<file path="src/rtl/rv_pipelined_shift_unit_pkg.sv">
// rv_shift_pkg: shared types and sizing helpers for the pipelined shift unit.
//   shift_op_e      - operation encoding seen on in_op (5..7 are illegal)
//   fill_e / ctrl_t - decoded control carried down the pipeline
//   shamt_w()       - number of conditional shift steps for a datapath width
//   steps_per_stage - steps handled by each of the earlier pipeline stages
package rv_shift_pkg;

    localparam int OP_W = 3;

    typedef enum logic [OP_W-1:0] {
        SLL = 3'd0,
        SRL = 3'd1,
        SRA = 3'd2,
        ROL = 3'd3,
        ROR = 3'd4
    } shift_op_e;

    // What gets shifted in at the vacated end of each step.
    typedef enum logic [1:0] {
        FILL_ZERO = 2'd0,
        FILL_SIGN = 2'd1,
        FILL_ROT  = 2'd2
    } fill_e;

    typedef struct packed {
        logic       left;   // 1: shift towards MSB
        fill_e      fill;
        logic       word;   // result is sign-extended from bit 31
        logic [5:0] shamt;  // already masked to the legal range
    } ctrl_t;

    function automatic int shamt_w(input int xlen);
        return $clog2(xlen);
    endfunction

    function automatic int steps_per_stage(input int xlen, input int stages);
        return (shamt_w(xlen) + stages - 1) / stages;
    endfunction

endpackage

</file>
<file path="src/rtl/rv_pipelined_shift_unit_if.sv">
// rv_pipelined_shift_unit_if: request/result handshake bundle of the shift unit.
//   in_*  : operation offered by the issue logic (in_ready flows back)
//   out_* : result presented to the consumer (out_ready flows back)
// modport master = issuing/consuming side, modport slave = the shift unit.
interface rv_pipelined_shift_unit_if #(
    parameter int XLEN  = 32,
    parameter int TAG_W = 5
) ();
    logic             in_valid;
    logic             in_ready;
    logic [2:0]       in_op;
    logic             in_word;
    logic             in_imm;
    logic [31:0]      in_instr;
    logic [XLEN-1:0]  in_rs1;
    logic [XLEN-1:0]  in_rs2;
    logic [TAG_W-1:0] in_tag;
    logic             out_valid;
    logic             out_ready;
    logic [XLEN-1:0]  out_rd;
    logic [TAG_W-1:0] out_tag;

    modport master (
        output in_valid, in_op, in_word, in_imm, in_instr, in_rs1, in_rs2, in_tag, out_ready,
        input  in_ready, out_valid, out_rd, out_tag
    );

    modport slave (
        input  in_valid, in_op, in_word, in_imm, in_instr, in_rs1, in_rs2, in_tag, out_ready,
        output in_ready, out_valid, out_rd, out_tag
    );
endinterface

</file>
<file path="src/rtl/rv_pipelined_shift_unit_stage.sv">
// rv_shift_stage: one pipeline register preceded by STEP_CNT conditional
// shift steps (step k shifts by 2**k when shamt[k] is set).
//   clk, rst_n        - clock, synchronous active-low reset
//   flush_i           - clears valid
//   load_i            - stage may take a new payload (empty or advancing)
//   valid_i/data_i/ctrl_i/tag_i - payload from the previous stage or decode
//   valid_o/data_o/ctrl_o/tag_o - registered payload
module rv_shift_stage
    import rv_shift_pkg::*;
#(
    parameter int XLEN       = 32,
    parameter int TAG_W      = 5,
    parameter int FIRST_STEP = 0,
    parameter int STEP_CNT   = 1
) (
    input  logic             clk,
    input  logic             rst_n,
    input  logic             flush_i,
    input  logic             load_i,
    input  logic             valid_i,
    input  logic [XLEN-1:0]  data_i,
    input  ctrl_t            ctrl_i,
    input  logic [TAG_W-1:0] tag_i,
    output logic             valid_o,
    output logic [XLEN-1:0]  data_o,
    output ctrl_t            ctrl_o,
    output logic [TAG_W-1:0] tag_o
);
    logic [XLEN-1:0]  net [0:STEP_CNT];
    logic [XLEN-1:0]  data_d;
    logic             valid_q;
    logic [XLEN-1:0]  data_q;
    ctrl_t            ctrl_q;
    logic [TAG_W-1:0] tag_q;

    assign net[0] = data_i;

    genvar gi;
    generate
        for (gi = 0; gi < STEP_CNT; gi++) begin : g_step
            localparam int AMT = 1 << (FIRST_STEP + gi);
            logic [AMT-1:0]  lfill;
            logic [AMT-1:0]  rfill;
            logic [XLEN-1:0] shifted;

            // Rotates reuse the shifter: the bits falling off one end are
            // fed back in at the other.
            always_comb begin
                lfill = (ctrl_i.fill == FILL_ROT) ? net[gi][XLEN-1 -: AMT] : '0;
                if (ctrl_i.fill == FILL_ROT) begin
                    rfill = net[gi][AMT-1:0];
                end else if (ctrl_i.fill == FILL_SIGN) begin
                    rfill = {AMT{net[gi][XLEN-1]}};
                end else begin
                    rfill = '0;
                end
                if (!ctrl_i.shamt[FIRST_STEP+gi]) begin
                    shifted = net[gi];
                end else if (ctrl_i.left) begin
                    shifted = {net[gi][XLEN-1-AMT:0], lfill};
                end else begin
                    shifted = {rfill, net[gi][XLEN-1:AMT]};
                end
            end

            assign net[gi+1] = shifted;
        end
    endgenerate

    assign data_d = net[STEP_CNT];

    // Payload only moves with a live operation so an idle output holds its
    // last result; flush also leaves the payload untouched.
    always_ff @(posedge clk) begin
        if (!rst_n) begin
            valid_q <= 1'b0;
            data_q  <= '0;
            ctrl_q  <= '0;
            tag_q   <= '0;
        end else begin
            if (flush_i) begin
                valid_q <= 1'b0;
            end else if (load_i) begin
                valid_q <= valid_i;
            end
            if (load_i && valid_i && !flush_i) begin
                data_q <= data_d;
                ctrl_q <= ctrl_i;
                tag_q  <= tag_i;
            end
        end
    end

    assign valid_o = valid_q;
    assign data_o  = data_q;
    assign ctrl_o  = ctrl_q;
    assign tag_o   = tag_q;

endmodule

</file>
<file path="src/rtl/rv_pipelined_shift_unit.sv">
// rv_pipelined_shift_unit: STAGES-deep shift/rotate unit with W forms,
// valid/ready back-pressure, flush and tag pass-through.
//   clk   - rising-edge clock
//   rst_n - synchronous active-low reset
//   flush - kills every in-flight operation
//   bus   - slave side of rv_pipelined_shift_unit_if (in_* request, out_* result)
module rv_pipelined_shift_unit
    import rv_shift_pkg::*;
#(
    parameter int XLEN   = 32,
    parameter int STAGES = 2,
    parameter int TAG_W  = 5
) (
    input  logic clk,
    input  logic rst_n,
    input  logic flush,
    rv_pipelined_shift_unit_if.slave bus
);
    localparam int SW  = shamt_w(XLEN);
    localparam int SPS = steps_per_stage(XLEN, STAGES);

    logic [XLEN-1:0]  dec_data;
    ctrl_t            dec_ctrl;
    logic             dec_word;
    logic [5:0]       shamt_raw;
    logic             accept;
    logic [STAGES-1:0] adv;
    logic [STAGES-1:0] load;
    logic [STAGES-1:0] st_valid;
    logic [XLEN-1:0]  st_data [0:STAGES-1];
    ctrl_t            st_ctrl [0:STAGES-1];
    logic [TAG_W-1:0] st_tag  [0:STAGES-1];
    logic             unused_bits;

    // Decode. W forms pre-condition the operand so the full-width network
    // yields the right low word: sign-extend for SRA, duplicate the word
    // into every 32-bit lane for rotates, zero-extend otherwise.
    always_comb begin
        shamt_raw      = bus.in_imm ? bus.in_instr[25:20] : bus.in_rs2[5:0];
        dec_word       = (XLEN == 64) && bus.in_word;
        dec_ctrl       = '0;
        dec_ctrl.word  = dec_word;
        dec_ctrl.shamt = shamt_raw & ((dec_word || XLEN == 32) ? 6'h1F : 6'h3F);
        dec_data       = dec_word ? XLEN'(bus.in_rs1[31:0]) : bus.in_rs1;
        case (shift_op_e'(bus.in_op))
            SLL: begin
                dec_ctrl.left = 1'b1;
                dec_ctrl.fill = FILL_ZERO;
            end
            SRL: begin
                dec_ctrl.fill = FILL_ZERO;
            end
            SRA: begin
                dec_ctrl.fill = FILL_SIGN;
                if (dec_word) dec_data = XLEN'(signed'(bus.in_rs1[31:0]));
            end
            ROL: begin
                dec_ctrl.left = 1'b1;
                dec_ctrl.fill = FILL_ROT;
                if (dec_word) dec_data = {(XLEN/32){bus.in_rs1[31:0]}};
            end
            ROR: begin
                dec_ctrl.fill = FILL_ROT;
                if (dec_word) dec_data = {(XLEN/32){bus.in_rs1[31:0]}};
            end
            default: begin
                // Illegal op: shifting zero gives zero whatever the amount.
                dec_data = '0;
            end
        endcase
    end

    // Back-pressure chain: stage i may move when its successor is empty or
    // moving itself; the last stage moves when the consumer takes it.
    always_comb begin
        adv = '0;
        adv[STAGES-1] = bus.out_ready;
        for (int i = STAGES - 2; i >= 0; i--) begin
            adv[i] = !st_valid[i+1] || adv[i+1];
        end
        load = ~st_valid | adv;
    end

    assign bus.in_ready = load[0] && !flush;
    assign accept       = bus.in_valid && bus.in_ready;

    genvar gi;
    generate
        for (gi = 0; gi < STAGES; gi++) begin : g_stage
            localparam int REM = SW - gi * SPS;
            localparam int CNT = (REM > SPS) ? SPS : ((REM > 0) ? REM : 0);
            logic             v_in;
            logic [XLEN-1:0]  d_in;
            ctrl_t            c_in;
            logic [TAG_W-1:0] t_in;

            if (gi == 0) begin : g_head
                assign v_in = accept;
                assign d_in = dec_data;
                assign c_in = dec_ctrl;
                assign t_in = bus.in_tag;
            end else begin : g_body
                assign v_in = st_valid[gi-1];
                assign d_in = st_data[gi-1];
                assign c_in = st_ctrl[gi-1];
                assign t_in = st_tag[gi-1];
            end

            rv_shift_stage #(
                .XLEN       (XLEN),
                .TAG_W      (TAG_W),
                .FIRST_STEP (gi * SPS),
                .STEP_CNT   (CNT)
            ) u_stage (
                .clk     (clk),
                .rst_n   (rst_n),
                .flush_i (flush),
                .load_i  (load[gi]),
                .valid_i (v_in),
                .data_i  (d_in),
                .ctrl_i  (c_in),
                .tag_i   (t_in),
                .valid_o (st_valid[gi]),
                .data_o  (st_data[gi]),
                .ctrl_o  (st_ctrl[gi]),
                .tag_o   (st_tag[gi])
            );
        end
    endgenerate

    assign bus.out_valid = st_valid[STAGES-1];
    assign bus.out_tag   = st_tag[STAGES-1];
    assign bus.out_rd    = st_ctrl[STAGES-1].word ? XLEN'(signed'(st_data[STAGES-1][31:0]))
                                                  : st_data[STAGES-1];

    // Instruction/operand bits outside the shamt field are don't-care.
    assign unused_bits = ^{bus.in_instr[31:26], bus.in_instr[19:0], bus.in_rs2[XLEN-1:6],
                           st_ctrl[STAGES-1].left, st_ctrl[STAGES-1].fill,
                           st_ctrl[STAGES-1].shamt};

endmodule

</file>
<file path="src/flat_wrapper.sv">
// flat-port wrapper written by rule: the top's interface ports become plain ports
module rv_pipelined_shift_unit_flat import rv_shift_pkg::*;
#(
    parameter int XLEN   = 32,
    parameter int STAGES = 2,
    parameter int TAG_W  = 5
)
  (clk, rst_n, flush, bus_in_valid, bus_in_op, bus_in_word, bus_in_imm, bus_in_instr, bus_in_rs1, bus_in_rs2, bus_in_tag, bus_out_ready, bus_in_ready, bus_out_valid, bus_out_rd, bus_out_tag);
  rv_pipelined_shift_unit_if #(.XLEN(XLEN), .TAG_W(TAG_W)) bus_i ();
  input  logic clk;
  input  logic rst_n;
  input  logic flush;
  input wire logic [$bits(bus_i.in_valid)-1:0] bus_in_valid;
  input wire logic [$bits(bus_i.in_op)-1:0] bus_in_op;
  input wire logic [$bits(bus_i.in_word)-1:0] bus_in_word;
  input wire logic [$bits(bus_i.in_imm)-1:0] bus_in_imm;
  input wire logic [$bits(bus_i.in_instr)-1:0] bus_in_instr;
  input wire logic [$bits(bus_i.in_rs1)-1:0] bus_in_rs1;
  input wire logic [$bits(bus_i.in_rs2)-1:0] bus_in_rs2;
  input wire logic [$bits(bus_i.in_tag)-1:0] bus_in_tag;
  input wire logic [$bits(bus_i.out_ready)-1:0] bus_out_ready;
  output wire logic [$bits(bus_i.in_ready)-1:0] bus_in_ready;
  output wire logic [$bits(bus_i.out_valid)-1:0] bus_out_valid;
  output wire logic [$bits(bus_i.out_rd)-1:0] bus_out_rd;
  output wire logic [$bits(bus_i.out_tag)-1:0] bus_out_tag;
  assign bus_i.in_valid = bus_in_valid;
  assign bus_i.in_op = bus_in_op;
  assign bus_i.in_word = bus_in_word;
  assign bus_i.in_imm = bus_in_imm;
  assign bus_i.in_instr = bus_in_instr;
  assign bus_i.in_rs1 = bus_in_rs1;
  assign bus_i.in_rs2 = bus_in_rs2;
  assign bus_i.in_tag = bus_in_tag;
  assign bus_i.out_ready = bus_out_ready;
  assign bus_in_ready = bus_i.in_ready;
  assign bus_out_valid = bus_i.out_valid;
  assign bus_out_rd = bus_i.out_rd;
  assign bus_out_tag = bus_i.out_tag;
  rv_pipelined_shift_unit #(.XLEN(XLEN), .STAGES(STAGES), .TAG_W(TAG_W)) u_core (.clk(clk), .rst_n(rst_n), .flush(flush), .bus(bus_i));
endmodule
</file>
<file path="config.mk">
export PLATFORM = sky130hd
export DESIGN_NAME = rv_pipelined_shift_unit_flat
export DESIGN_NICKNAME = d
export VERILOG_FILES = /design/src/rtl/rv_pipelined_shift_unit_pkg.sv /design/src/rtl/rv_pipelined_shift_unit_if.sv /design/src/rtl/rv_pipelined_shift_unit_stage.sv /design/src/rtl/rv_pipelined_shift_unit.sv /design/src/flat_wrapper.sv
export SDC_FILE = /design/constraint.sdc
export NUM_CORES = 1
export LEC_CHECK = 0
export CAP_MARGIN = 20
export CORE_ASPECT_RATIO = 1.1
export CORE_MARGIN = 3
export CORE_UTILIZATION = 30
export DETAILED_ROUTE_END_ITERATION = 10
export SYNTH_ARGS = -nofsm -noshare
export SYNTH_HDL_FRONTEND = slang
export SYNTH_HIERARCHICAL = 1
export SYNTH_SLANG_ARGS = --single-unit
</file>
<file path="constraint.sdc">
create_clock -name clk -period 2.94 [get_ports clk]
set_clock_uncertainty 0.1 [all_clocks]
set_input_delay 0.588 -clock clk [delete_from_list [all_inputs] [get_ports clk]]
set_output_delay 0.588 -clock clk [all_outputs]
set_load 0.01 [all_outputs]
</file>
==> results of run 1 <==
-- layer usage --
layer | routed length (µm) | GRT usage, % | vias up
met4 | 571 | 5.18 | 0
met2 | 12800 | 33.3 | 311
met5 | 0 | 0 | -
met3 | 1860 | 2.30 | 34
met1 | 12100 | 27.9 | 3801
li1 | - | - | 3879
-- final cells by class --
class,count,area (µm²)
fill,2540,14100
multi-input combinational,753,5210
timing repair buffer,262,2260
sequential,81,1620
tap,305,382
clock buffer,13,250
inverter,15,56.3
clock inverter,3,40.0
-- state kept, by name (all words and copies together), names as in the netlist --
register,flops
u_core/g_stage.u_stage/tag_o,10
u_core/g_stage.u_stage/ctrl_o,5
u_core/g_stage.u_stage/data_o,64
u_core/g_stage.u_stage/valid_o,2
-- critical path: cells and delay by family --
| family | cells | cell delay, ps |
|---|---|---|
| AO/OA/AOI/OAI | 5 | 950 |
| buffers and inverters | 4 | 1000 |
| AND/OR/NAND/NOR | 2 | 430 |
-- how the worst max path moves through the flow --
stage	startpoint	end	slack, ps	depth (start not counted)
CTS	bus_in_op[1]	u_core/g_stage[0].u_stage/data_o[5]	70	11
global placement	bus_in_op[1]	u_core/g_stage[0].u_stage/data_o[18]	-380	11
global route	bus_in_op[0]	u_core/g_stage[0].u_stage/data_o[20]	1	11
detailed placement	bus_in_op[1]	u_core/g_stage[0].u_stage/data_o[18]	-370	11
finish	bus_in_op[0]	u_core/g_stage[0].u_stage/data_o[18]	70	11
floorplan	bus_in_op[1]	u_core/g_stage[0].u_stage/data_o[27]	530	7
-- power breakdown --
group / switching, W / internal, W / total [W]
Sequential: 0.0000403 / 0.00113 / 0.00117
Combinational: 0.000648 / 0.000588 / 0.00124
Clock: 0.000421 / 0.000679 / 0.00110
Total: 0.00111 / 0.00240 / 0.00351
-- metrics by stage --
step	setup slack [ps]	cell area [µm²]	util (%)
after floorplan	528	7400	-
after global placement	-378	9450	39.5
after detailed placement	-373	9450	39.5
after CTS	66.7	9750	40.8
after global routing	1.49	9820	41.1
final	69.2	9820	41.1
-- repair_timing --
item / in CTS / in global routing
pin swaps: 0 / 1
setup endpoints to repair: 1 / 20
endpoints found under the hold margin: 0 / 0
gates resized for setup: 1 / 14
setup buffers: 0 / 2
==> reports/results.ini, run 1 <==
[pwr]
power.leakage_nw = 3.70
powerDensity_mw_per_mm2 = 357
ir_drop_mv = 0.224
total_power_w = 0.00351

[detailed_routing]
ant_nets = 0
drtPass1Iterations = 6
vias = 8025
via_per_inst = 5.60
drc_errors = 0
drt_iter0_markers = 680
wl_per_cell_um = 19.1
wl_mm = 27.4

[sta]
rsz0062_at_grt = no
timing.final.crit_share_pct = 97.6
drv_slew = 0
fin_crit_ps = 2870
setup_tns_ps = 0
slew_headroom_pct = 48.9
worst_slew_pin_slew_ps = 765
hold_viol_final = 0
max_freq_ghz = 0.348
finalSetupViolations = 0
hold_ws_ps = 362

[yosys]
syn_area_mm2 = 0.00740
syn_inst = 935
yosys_warnings = 6
syn_area_per_cell_um2 = 7.91
syn_nets = 1046

[run]
maxCapViolCount = 0

[cells_and_area]
area_growth_pct = 32.8
final_layout_size_suffix_gt1_share_pct = 25.7
layout_common_cells = buf_4 (160), nand2_1 (101), clkdlybuf4s50_1 (92)
final_common_cell = buf_4
final_cells = 1432
nets = 1233
diodes = 0

[critical_path]
critPathRequiredTime_ps = 3060
reg2regPathDepth = 8
end_kind = flip-flop
crit_slowest_cell = clkdlybuf4s50_1
timing.critical_path.mode_cell = buf_4
reg2reg_slack_ps = 680
critPathLaunchType = primary input
r2r-start = u_core/g_stage[0].u_stage/valid_o
crit_fanout = 10
reg2reg_to = u_core/g_stage[0].u_stage/data_o[19]
cp.arrival_ps = 2990
cpPeakStageDelay_ps = 490
path_class = in2reg
path_cells = clkdlybuf4s50_1 -> or2_1 -> a21oi_4 -> buf_12 -> buf_4 -> nand2b_1 -> a311oi_1 -> a21o_1 -> a221oi_2 -> buf_4 -> a21oi_1

[grt]
grt_max_degree = 60
grt_antenna_before_repair = 0
grt_pass1_wl_mm = 43.0
grt_usage_pct = 20.1
grt_overflow_total = 0
grt_pass1_vias = 7549

[floorplan]
die_y_um = 171
die-area_mm2 = 0.0266
die_w_um = 156
ioPinCount = 150
row_count = 59
coreArea_mm2 = 0.0239
start_util_pct = 30.9

[clock_tree]
cts.hold.buffers_added = 0
clock-root-buffer = clkbuf_16
worstSkewPairLatency_ps = 340
clk_pin_slew_ps = 60
htreeDepth = 3
clockBufferDepth = 2
cts_made_buffers = 9
clkSinkCount = 81
cts_tree = yes

[placement]
gp_congestion = 0.915
dp_cells = 1414
portBuffers = 94
hpwl_mm = 21.8

[hold_path]
hp-start = u_core/g_stage[0].u_stage/tag_o[4]
hold-path-endpoint = u_core/g_stage[1].u_stage/tag_o[4]
hold_depth = 2
holdCritPathClass = reg2reg

[status]
status = finished, final reports clean

(Power assumes the default switching activity.)
==> run 2: changes to the inputs <==
--- a/config.mk
+++ b/config.mk
@@ -5,9 +5,9 @@
 export SDC_FILE = /design/constraint.sdc
 export NUM_CORES = 1
 export LEC_CHECK = 0
+export ABC_CLOCK_PERIOD_IN_PS = 2940
 export CAP_MARGIN = 20
 export CORE_ASPECT_RATIO = 1.1
-export CORE_MARGIN = 3
 export CORE_UTILIZATION = 30
 export DETAILED_ROUTE_END_ITERATION = 10
 export SYNTH_ARGS = -nofsm -noshare
==> run 2 against run 1 <==
  * Flip-flop and latch count is the same
  * Critical path depth unchanged
  * Critical path type unchanged
  * Combinational power about the same
  * Hold slack improved by 1.5 ps
  * Design area about the same
  * Utilization is essentially flat
  * Maximum frequency grew 2.2%
  * Critical endpoint unchanged
  * Sequential power about the same
  * Clock power about the same
  * Cell count decreased by 0.21%
  * Highest routed layer unchanged
  * Largest cell class unchanged
  * Count of clock-buffer cells in the layout is 1 lower
==> reports/results.ini, run 2 (same netlist as run 1, synthesis figures left out) <==
[status]
status = finished, final reports clean

[sta]
worst_slew_pin_slew_ps = 777  ; +12.5 ps
fin_crit_ps = 2810  ; -61.8 ps
slew_headroom_pct = 48.1  ; -0.84 points
rsz0062_at_grt = yes
drv_slew = 0  ; unchanged
setup_tns_ps = 0  ; unchanged
max_freq_ghz = 0.356  ; +2.2%
finalSetupViolations = 0  ; unchanged
hold_viol_final = 0  ; unchanged
timing.final.crit_share_pct = 95.5  ; -2.1 points

[clock_tree]
ctsResizeCount = 0  ; -1
cts_setup_buffers = 0  ; unchanged
clock-root-buffer = clkbuf_16
clk_pin_slew_ps = 50  ; about the same
htreeDepth = 3  ; unchanged
worstSkewPairLatency_ps = 340  ; about the same
clockBufferDepth = 2  ; unchanged
clkSinkCount = 81  ; unchanged
cts_tree = yes
cts.hold.buffers_added = 0  ; unchanged
cts_made_buffers = 9  ; unchanged

[detailed_routing]
drtPass1Iterations = 6  ; unchanged
vias = 7986  ; -0.49%
drt_iter0_markers = 531  ; -22%
wl_mm = 26.7  ; -2.4%
drc_errors = 0  ; unchanged
wl_per_cell_um = 18.7  ; -2.2%
via_per_inst = 5.59  ; -0.28%
ant_nets = 0  ; unchanged

[cells_and_area]
final_area_mm2 = 0.00983  ; about the same
diodes = 0  ; unchanged
final_common_cell = buf_4
postLayoutCoreUtil_pct = 41.1  ; about the same
final_layout_size_suffix_gt1_share_pct = 25.4  ; -0.38 points
largest_register_ffs = 64  ; unchanged
final_cells = 1429  ; -0.21%
nets = 1231  ; -0.16%
area_growth_pct = 32.9  ; about the same
layout_common_cells = buf_4 (157), nand2_1 (101), clkdlybuf4s50_1 (92)

[grt]
met1_usage_pct = 30.2  ; +2.3 points
grt_antenna_before_repair = 0  ; unchanged
grt_usage_pct = 21.4  ; +1.3 points
grt_overflow_total = 0  ; unchanged
busiest_layer = met2
grt_use_met2_pct = 32.9  ; -0.39 points
grt_pass1_wl_mm = 42.2  ; -2.0%
grt_pass1_vias = 7519  ; -0.40%
grt_max_degree = 45  ; -25%
gr-usage-met3_pct = 2.77  ; +0.47 points

[floorplan]
die_w_um = 152  ; -2.6%
coreArea_mm2 = 0.0239  ; unchanged
row_count = 59  ; unchanged
die_y_um = 167  ; -2.3%
ioPinCount = 150  ; unchanged
die-area_mm2 = 0.0253  ; -4.9%
start_util_pct = 30.9  ; unchanged

[run]
maxCapViolCount = 0  ; unchanged

[critical_path]
cp.arrival_ps = 2930  ; -60 ps
cpPeakStageDelay_ps = 510  ; +20 ps
timing.critical_path.mode_cell = buf_4
path_cells = clkdlybuf4s50_1 -> buf_4 -> o21ai_4 -> buf_12 -> and2_4 -> mux4_2 -> nand2_1 -> o31ai_1 -> a221oi_1 -> buf_4 -> a21oi_1
crit_path_start = bus_in_op[0]
crit_fanout = 20  ; +10
r2r-start = u_core/g_stage[0].u_stage/valid_o
crit_slowest_cell = clkdlybuf4s50_1
critPathLaunchType = primary input
path_class = in2reg
end_kind = flip-flop
critPathRequiredTime_ps = 3060  ; about the same

[hold_path]
hp-start = u_core/g_stage[0].u_stage/tag_o[1]
holdCritPathClass = reg2reg

[pwr]
power.internal_w = 0.00241  ; +0.57%
power.leakage_nw = 3.72  ; +0.44%
p_sw_w = 0.00110  ; -0.72%
ir_drop_mv = 0.246  ; +10%
clkPwrFrac_pct = 31.9  ; +0.6 points
powerDensity_mw_per_mm2 = 357  ; about the same
pwr-share-seq_pct = 33.4  ; about the same
switching_share_pct = 31.4  ; -0.28 points
p_comb_share_pct = 34.7  ; -0.6 points

[placement]
hpwl_mm = 21.6  ; -1.1%
gp_congestion = 0.952  ; +4.1%
placed_area_mm2 = 0.00952  ; +0.66%
dp_cells = 1414  ; unchanged
portBuffers = 94  ; unchanged

## run 2: changes by cell type in the layout (fill, tap and decap cells not counted), sizes merged
cell    before  now
buf        169  167
clkbuf      13   12
## run 2: path summary, 6_finish.rpt
kind / end / slack (ps) / depth (start not counted)
worst max-delay path: u_core/g_stage[0].u_stage/data_o[18] / 130 / 11
worst min-delay path: u_core/g_stage[0].u_stage/tag_o[1] / 360 / 2
worst max register to register: u_core/g_stage[0].u_stage/data_o[6] / 740 / 9
worst min register to register: u_core/g_stage[0].u_stage/tag_o[1] / 360 / 2
## run 2: cell type report
cell class	instances	area, µm²
clock buffers	12	256
clock inverters	3	40.0
fillers	2494	14100
inverters	15	56.3
multi-input cells	753	5180
flip-flops and latches	81	1620
well taps	305	382
repair buffers	260	2300
## run 2: worst max-delay path: cells and delay by family
kind | cells | cell delay [ps]
buffers and inverters | 4 | 990
AOI/OAI and AO/OA | 4 | 600
muxes | 1 | 450
and+or+nand+nor | 2 | 300
## run 2: metrics by stage
step                setup slack (ps)  total power (W)  hold slack, ps
finish                           131          0.00351             363
global route                   -7.47          0.00367             387
detailed placement              -322          0.00239             359
CTS                             31.1          0.00351             367
global placement                -314          0.00238             354
floorplan                        528          0.00188             340
## run 2: power by group through the flow
stage / combinational [W] / sequential [W] / clock, W
CTS: 0.00120 / 0.00117 / 0.00114
floorplan: 0.000702 / 0.00118 / 0
global placement: 0.00119 / 0.00119 / 0
global route: 0.00131 / 0.00117 / 0.00119
finish: 0.00122 / 0.00117 / 0.00112
detailed placement: 0.00119 / 0.00120 / 0
## run 2: layer usage
layer | part of all wire, % | vias up
met5 | 0 | -
met4 | 3.0 | 0
met3 | 6.9 | 46
met2 | 45 | 363
met1 | 45 | 3705
li1 | - | 3872
==> run 3: changes to the inputs <==
--- a/config.mk
+++ b/config.mk
@@ -9,6 +9,8 @@
 export CAP_MARGIN = 20
 export CORE_ASPECT_RATIO = 1.1
 export CORE_UTILIZATION = 30
+export CTS_BUF_LIST = sky130_fd_sc_hd__clkbuf_16
+export CTS_CLUSTER_SIZE = 30
 export DETAILED_ROUTE_END_ITERATION = 10
 export SYNTH_ARGS = -nofsm -noshare
 export SYNTH_HDL_FRONTEND = slang
==> run 3 against run 2 <==
  * Hold slack barely moved
  * Design area about the same
  * Sequential share of layout area barely moved
  * Critical path depth is 1 lower
==> reports/results.ini, run 3 (same netlist as run 1, synthesis figures left out) <==
[cells_and_area]
nets = 1231  ; unchanged
final_layout_size_suffix_gt1_share_pct = 25.5  ; +0.18 points
area_growth_pct = 32.9  ; about the same
final_area_mm2 = 0.00983  ; about the same
largest_register_ffs = 64  ; unchanged
final_common_cell = buf_4
layout_common_cells = buf_4 (157), nand2_1 (101), clkdlybuf4s50_1 (93)
diodes = 0  ; unchanged
final_cells = 1429  ; unchanged

[pwr]
clkPwrFrac_pct = 30.6  ; -1.3 points
total_power_w = 0.00346  ; -1.5%
power.internal_w = 0.00236  ; -2.2%
power.leakage_nw = 3.71  ; -0.30%
ir_drop_mv = 0.244  ; -0.82%
pwr-share-seq_pct = 33.9  ; +0.5 points
p_comb_share_pct = 35.5  ; +0.8 points
p_sw_w = 0.00110  ; +0.15%
switching_share_pct = 31.9  ; +0.52 points
powerDensity_mw_per_mm2 = 352  ; -1.5%

[sta]
hold_viol_final = 0  ; unchanged
slew_headroom_pct = 49.4  ; +1.3 points
rsz0062_at_grt = yes
worst_slew_pin_slew_ps = 757  ; -20.0 ps
fin_crit_ps = 2890  ; +78.8 ps
max_freq_ghz = 0.346  ; -2.7%
hold_ws_ps = 363  ; -0.0860 ps
setup_tns_ps = 0  ; unchanged
drv_slew = 0  ; unchanged
finalSetupViolations = 0  ; unchanged
timing.final.crit_share_pct = 98.2  ; +2.7 points

[detailed_routing]
wl_mm = 26.8  ; +0.33%
via_per_inst = 5.60  ; +0.28%
wl_per_cell_um = 18.8  ; +0.33%
drtPass1Iterations = 5  ; -1
vias = 8008  ; +0.28%
drt_iter0_markers = 557  ; +4.9%
drc_errors = 0  ; unchanged
ant_nets = 0  ; unchanged

[grt]
grt_pass1_wl_mm = 42.2  ; +0.12%
grt_max_degree = 45  ; unchanged
grt_pass1_vias = 7528  ; +0.12%
grt_overflow_total = 0  ; unchanged
grt_antenna_before_repair = 0  ; unchanged
grt_usage_pct = 21.4  ; about the same

[floorplan]
die_w_um = 152  ; unchanged
die-area_mm2 = 0.0253  ; unchanged
die_y_um = 167  ; unchanged
coreArea_mm2 = 0.0239  ; unchanged
start_util_pct = 30.9  ; unchanged
ioPinCount = 150  ; unchanged
row_count = 59  ; unchanged

[status]
status = finished, final reports clean

[placement]
gp_congestion = 0.952  ; unchanged
hpwl_mm = 21.6  ; unchanged
dp_cells = 1414  ; unchanged
placed_area_mm2 = 0.00952  ; unchanged
portBuffers = 94  ; unchanged

[critical_path]
end_kind = flip-flop
crit_fanout = 22  ; +10%
cpPeakStageDelay_ps = 490  ; -20 ps
cp.arrival_ps = 3070  ; +140 ps
r2r-start = u_core/g_stage[0].u_stage/valid_o
critPathLaunchType = primary input
critPathRequiredTime_ps = 3120  ; +60 ps
crit_slowest_cell = clkdlybuf4s50_1
path_cells = clkdlybuf4s50_1 -> or2_1 -> a21oi_4 -> buf_4 -> buf_4 -> and2_1 -> and2_0 -> buf_4 -> o21ai_0 -> nand3_1
path_class = in2reg
crit_path_start = bus_in_op[1]
timing.critical_path.mode_cell = buf_4

[clock_tree]
cts_tree = yes
clk_pin_slew_ps = 60  ; about the same
clock-root-buffer = clkbuf_16
worstSkewPairLatency_ps = 340  ; about the same
htreeDepth = 3  ; unchanged
clockBufferDepth = 2  ; unchanged
clkSinkCount = 81  ; unchanged
cts.hold.buffers_added = 0  ; unchanged
cts_made_buffers = 9  ; unchanged

[run]
maxCapViolCount = 0  ; unchanged

[hold_path]
hp-start = u_core/g_stage[0].u_stage/tag_o[1]
holdCritPathClass = reg2reg

## run 3: cell types whose count changed in the layout (fill, tap and decap cells not counted), sizes merged
cell,change
clkdlybuf4s50,+1
dlymetal6s2s,-1
clkinv,+2
clkbuf,-3
inv,+1
## run 3: timing repair
action | 4_1_cts | 5_1_grt
resized for setup | 0 | 8
setup buffers | 0 | 0
setup endpoints to repair | 0 | 19
## run 3: per-stage QoR
stage / setup slack, ps / utilization (%)
after floorplan: 528 / -
after global placement: -314 / 39.8
after detailed placement: -322 / 39.8
after CTS: 31.1 / 40.9
after global routing: -75.1 / 41.1
final: 52.1 / 41.1
## run 3: final timing paths
path                                                              to  slack, ps  cells past startpoint
worst max-delay path            u_core/g_stage[0].u_stage/data_o[21]         50                     10
worst min-delay path              u_core/g_stage[0].u_stage/tag_o[1]        360                      2
worst max register to register   u_core/g_stage[0].u_stage/data_o[6]        730                      9
worst min register to register    u_core/g_stage[0].u_stage/tag_o[1]        360                      2
## run 3: per-layer routing
metal | GRT usage [%] | up-vias | share of wire, %
li1 | - | 3876 | -
met1 | 30.2 | 3690 | 46
met2 | 33.0 | 381 | 44
met3 | 2.77 | 61 | 6.4
met4 | 7.83 | 0 | 3.4
met5 | 0 | - | 0
## run 3: cell type report
type | count | area (µm²)
fillers | 2495 | 14100
multi-input cells | 753 | 5200
repair buffers | 260 | 2290
flip-flops and latches | 81 | 1620
well taps | 305 | 382
clock buffers | 9 | 225
inverters | 15 | 56.3
clock inverters | 6 | 51.3
## run 3: power groups by stage
stage	Clock [W]	Sequential [W]	Combinational [W]
4_1_cts	0.00108	0.00117	0.00120
5_1_grt	0.00113	0.00117	0.00132
6_report	0.00106	0.00117	0.00123
3_5_place_dp	0	0.00120	0.00119
3_3_place_gp	0	0.00119	0.00119
2_1_floorplan	0	0.00118	0.000702
## run 3: worst max-delay path, delay by kind of cell
family	cells	cell delay, ps
buffers and inverters	4	1240
AO/OA/AOI/OAI	2	360
AND/OR/NAND/NOR	4	890
